### config.mk
export PLATFORM = sky130hd
export DESIGN_NAME = seven_seg_scan_ctrl
export DESIGN_NICKNAME = d
export VERILOG_FILES = /design/src/rtl/seven_seg_scan_ctrl.sv
export SDC_FILE = /design/constraint.sdc
export NUM_CORES = 1
export LEC_CHECK = 0
export CAP_MARGIN = 20
export CORE_MARGIN = 2
export CORE_UTILIZATION = 56
export DETAILED_ROUTE_END_ITERATION = 8
export PLACE_DENSITY_LB_ADDON = 0.12
export SLEW_MARGIN = 20
export SYNTH_ARGS = -nofsm -noshare
export SYNTH_HDL_FRONTEND = slang
export SYNTH_SLANG_ARGS = --single-unit
### constraint.sdc
create_clock -name clk -period 2.2 [get_ports clk]
set_input_delay 0.22 -clock clk [delete_from_list [all_inputs] [get_ports clk]]
set_output_delay 0.22 -clock clk [all_outputs]
set_load 0.02 [all_outputs]
### src/rtl/seven_seg_scan_ctrl.sv
// Four-digit multiplexed seven-segment scanner with blanking, PWM dimming
// and frame-aligned double-buffered updates over a valid/ready handshake.
module seven_seg_scan_ctrl #(
   parameter int CLK_DIV      = 100000,
   parameter int BLANK_CYCLES = 1000
) (
   input  logic        clk,
   input  logic        rst,
   input  logic        upd_valid,
   output logic        upd_ready,
   input  logic [15:0] upd_digits,
   input  logic [3:0]  upd_dp,
   input  logic [3:0]  upd_en,
   input  logic [3:0]  upd_bright,
   output logic [3:0]  an,
   output logic [6:0]  seg,
   output logic        dp,
   output logic        frame_done
);

   localparam int TW = $clog2(CLK_DIV);
   localparam logic [TW-1:0] LAST = TW'(CLK_DIV - 1);
   localparam logic [TW-1:0] BLK  = TW'(BLANK_CYCLES);

   logic [TW-1:0] tick_cnt;
   logic [1:0]    digit_idx;
   logic [3:0]    pwm_cnt;

   logic          stg_full;
   logic [15:0]   stg_digits;
   logic [3:0]    stg_dp;
   logic [3:0]    stg_en;
   logic [3:0]    stg_bright;

   logic [15:0]   act_digits;
   logic [3:0]    act_dp;
   logic [3:0]    act_en;
   logic [3:0]    act_bright;

   logic          tick_last;
   logic          boundary;
   logic          on_phase;
   logic          lit;
   logic [3:0]    nib;
   logic [6:0]    seg_dec;

   assign tick_last = (tick_cnt == LAST);
   assign boundary  = tick_last && (digit_idx == 2'd3);
   assign on_phase  = (tick_cnt >= BLK);
   assign upd_ready = ~stg_full;
   assign nib       = act_digits[{digit_idx, 2'b00} +: 4];

   assign lit = on_phase && act_en[digit_idx] &&
                ((act_bright == 4'hF) || (pwm_cnt < act_bright));

   always_comb begin
      seg_dec = 7'h7F;
      unique case (nib)
         4'h0: seg_dec = 7'b1000000;
         4'h1: seg_dec = 7'b1111001;
         4'h2: seg_dec = 7'b0100100;
         4'h3: seg_dec = 7'b0110000;
         4'h4: seg_dec = 7'b0011001;
         4'h5: seg_dec = 7'b0010010;
         4'h6: seg_dec = 7'b0000010;
         4'h7: seg_dec = 7'b1111000;
         4'h8: seg_dec = 7'b0000000;
         4'h9: seg_dec = 7'b0010000;
         4'hA: seg_dec = 7'b0001000;
         4'hB: seg_dec = 7'b0000011;
         4'hC: seg_dec = 7'b1000110;
         4'hD: seg_dec = 7'b0100001;
         4'hE: seg_dec = 7'b0000110;
         4'hF: seg_dec = 7'b0001110;
      endcase
   end

   // pwm_cnt reads 0 on the first ON cycle and stays 0 through blanking
   always_ff @(posedge clk or negedge rst) begin
      if (!rst) begin
         tick_cnt  <= '0;
         digit_idx <= 2'd0;
         pwm_cnt   <= 4'd0;
      end else begin
         tick_cnt <= tick_last ? '0 : tick_cnt + TW'(1);
         if (tick_last)
            digit_idx <= digit_idx + 2'd1;
         if (tick_last || (tick_cnt < BLK))
            pwm_cnt <= 4'd0;
         else
            pwm_cnt <= pwm_cnt + 4'd1;
      end
   end

   // staging can never fill and drain in the same cycle
   always_ff @(posedge clk or negedge rst) begin
      if (!rst) begin
         stg_full   <= 1'b0;
         stg_digits <= 16'h0;
         stg_dp     <= 4'h0;
         stg_en     <= 4'h0;
         stg_bright <= 4'h0;
         act_digits <= 16'h0;
         act_dp     <= 4'h0;
         act_en     <= 4'h0;
         act_bright <= 4'hF;
      end else if (boundary && stg_full) begin
         stg_full   <= 1'b0;
         act_digits <= stg_digits;
         act_dp     <= stg_dp;
         act_en     <= stg_en;
         act_bright <= stg_bright;
      end else if (upd_valid && !stg_full) begin
         stg_full   <= 1'b1;
         stg_digits <= upd_digits;
         stg_dp     <= upd_dp;
         stg_en     <= upd_en;
         stg_bright <= upd_bright;
      end
   end

   always_ff @(posedge clk or negedge rst) begin
      if (!rst) begin
         an         <= 4'hF;
         seg        <= 7'h7F;
         dp         <= 1'b1;
         frame_done <= 1'b0;
      end else begin
         frame_done <= boundary;
         if (lit) begin
            an  <= ~(4'b0001 << digit_idx);
            seg <= seg_dec;
            dp  <= ~act_dp[digit_idx];
         end else begin
            an  <= 4'hF;
            seg <= 7'h7F;
            dp  <= 1'b1;
         end
      end
   end

endmodule
==> results.tsv <==
metric	value	unit
status	completed	
sw frac	0.218	
commonest non-fill, non-tap cells in the layout	dfrtp_1, mux2_2, clkdlybuf4s50_1	
I/O Pins	45	
Port Buffers	44	
Tot Pwr	3090	uW
Area Growth Syn to Fin	18.5	%
crit start category	register	
Relative slew margins	0.668	
initial antenna violation count	0	
Clock Path Buffers	2	
layout cells sized above 1	0.304	
Reg-to-Reg End	seg[0]	
Worst path slowest cell	mux4_2	
post-route cell area	5050	um^2
cell area after synthesis	4260	um^2
WP data arrival	2280	ps
Peak Freq	489	MHz
H-tree depth	3	
Total GRT Usage	0.193	
area share of the largest cell type after synthesis	0.452	
Worst EP required	2430	ps
multi-input combinational cell area	1800	um^2
Yosys cell types	45	
Initial Util	0.584	
Ant. Diodes	0	
# clock sinks	93	
Synth Instances	314	
Synth Warn #	0	
placed cell areas	4830	um^2
worst r2r src	digit_idx[0]	
r2r setup slk	150	ps
Worst-Skew Late Latency	350	ps
Worst-Margin Slew	493	ps
core footprint	7290	um^2
vias in the first global route	2582	
cts bufs inserted	9	
first-pass GRT wire length	12.6	mm
final setup TNS	0	ps
vias	2540	
Clk pin slew, worst setup/hold paths	90	ps
CTS tree	built	
final hold vios	0	
maximum resistive drop on vdd	0.370	mV
CP Capture Type	register	
Yosys top cell by area	dfrtp_1	
top_reg_cell synth	dfrtp_1	
min cycle time layout	2050	ps
Post-synth EDFFs	0	
max_cap viols	0	
worst path cell trace	mux4_2, inv_1, ha_1, nor3_1, o41ai_1	
Yosys reg bits	93	
DR pass1 iterations	5	
Die X	91.2	um
CP Max Fanout	6	
flip-flop and latch area	2350	um^2
die height	91.2	um
setup slack at placement	118	ps
Die ar.	8320	um^2
Total Wirelength	7.30	mm
post-detailed-route DRC marker count	0	
Logic pwr share	0.047	
Final GP Congestion	0.870	
clk root buf	clkbuf_8	
Overflow after GRT	0	
drt wl/cell	15.5	um
# rows	31	
HPWL after DPL	5.04	mm
setup violators final	0	
buffers plus inverters on the worst setup path	1	
fin crit share	0.930	
clock skew	10.0	ps
Mean Syn Cell Area	13.6	um^2
crit-path max cell delay	600	ps
post-synth net total	361	
Leakage	0.00219	uW
clock share of power	0.370	
worst min path class	in -> async	
sequential-to-total area share from yosys stat	0.551	
Fill cells	546	
asr flop ratio synth	1.00	
Synth area leaders	dfrtp_1, mux2_2, dfstp_2	
RSZ-0062 raised after global routing	false	
critical path class	reg -> reg	
Crit path max-delay family	multiplexers	
internal power	2420	uW
Psw	673	uW
1st-iter DRT viols	119	
pin count of the biggest net entering global routing	94	
pwr dens	613	nW/um^2
worst setup margin	154	ps
most common cell after layout, fill and taps aside	dfrtp_1	
Via density	5.39	
Final ANT Viol Nets	0	
Final #Nets	414	
Final Max Slew Viols	0	
Reg2Reg Depth	5	
sequential power share	0.583	
-- metal layers --
layer | part of all wire | GRT usage
met1 | 0.48 | 0.274
met2 | 0.48 | 0.298
met5 | 0 | 0
met3 | 0.033 | 0.0307
met4 | 0.012 | 0.0808
-- cell usage after synthesis, types with 2 or more instances --
cell	number
o311ai_0	2
mux4_2	6
nor4_1	2
a21oi_1	2
mux2_2	52
mux2_4	9
buf_2	5
nand2_1	19
and3_1	2
o21ai_0	8
inv_1	12
nor4_4	2
dfstp_2	16
xor2_1	9
nand4_1	2
mux2i_1	3
nor3_1	4
buf_1	2
nand3_1	8
o31ai_1	2
dfrtp_1	77
nor2_1	17
o211ai_1	4
nor2b_1	3
nor3b_1	3
ha_1	16
xnor2_1	9
-- final cells by class --
| class | instances | share of cell area |
|---|---|---|
| clock buffer | 11 | 0.0280 |
| sequential | 93 | 0.465 |
| multi-input combinational | 198 | 0.356 |
| clock inverter | 5 | 0.0119 |
| timing repair buffer | 53 | 0.106 |
| inverter | 12 | 0.00892 |
| tap | 99 | 0.0245 |
-- metrics by stage --
stage,utilization,hold WS [ps],instances
after floorplan,-,-75.6,314
after global placement,0.663,305,454
after detailed placement,0.663,306,454
after CTS,0.692,435,471
after global routing,0.692,459,471
final,0.692,434,471
-- sequential cells by signal, indices dropped and copies added (netlist names) --
name        count
act_bright      4
act_digits     16
act_dp          4
act_en          4
an              4
digit_idx       2
dp              1
frame_done      1
pwm_cnt         4
seg             7
stg_bright      4
stg_digits     16
stg_dp          4
stg_en          4
stg_full        1
tick_cnt       17
-- cells by family (layout without fill, tap and decap cells) --
kind of cell,after synthesis,after routing,share of synthesized area
flops,93,93,0.551
xor+xnor,18,18,0.0370
simple gates,71,71,0.0928
mux,70,70,0.208
compound gates,23,23,0.0361
buf+inv,23,81,0.0282
fa+ha+maj,16,16,0.0470
-- power by group through the flow --
stage	Combinational (uW)	Clock, uW	Sequential, uW
CTS	150	1170	1800
floorplan	53.0	0	1820
global placement	144	0	1830
detailed placement	149	0	1840
finish	146	1140	1800
global route	164	1260	1810
-- worst reg2reg max path, delay by kind of cell (launching register included) --
family | cells | cell delay, ps
multiplexers | 1 | 600
AND/OR/NAND/NOR | 1 | 90
AO/OA/AOI/OAI | 1 | 370
adder cells (fa/ha/maj) | 1 | 280
buffers and inverters | 1 | 150
flip-flops | 1 | 440
-- worst max-delay path by stage --
stage | startpoint | to | slack, ps | cells past startpoint
3_5_place_dp | digit_idx[0] | seg[0] | 120 | 5
2_1_floorplan | digit_idx[0] | seg[0] | 200 | 6
3_3_place_gp | tick_cnt[0] | act_digits[5] | 240 | 6
5_1_grt | digit_idx[0] | seg[0] | 7 | 5
4_1_cts | digit_idx[0] | seg[0] | 90 | 5
6_report | digit_idx[0] | seg[0] | 150 | 5
-- repair_timing --
action,4_1_cts,5_1_grt
setup buffers,0,0
gates resized for setup,0,1
endpoints found under the setup margin,0,1
endpoints found under the hold margin,77,0
hold buffers,1,0
Power figures use the tool's default switching activity.
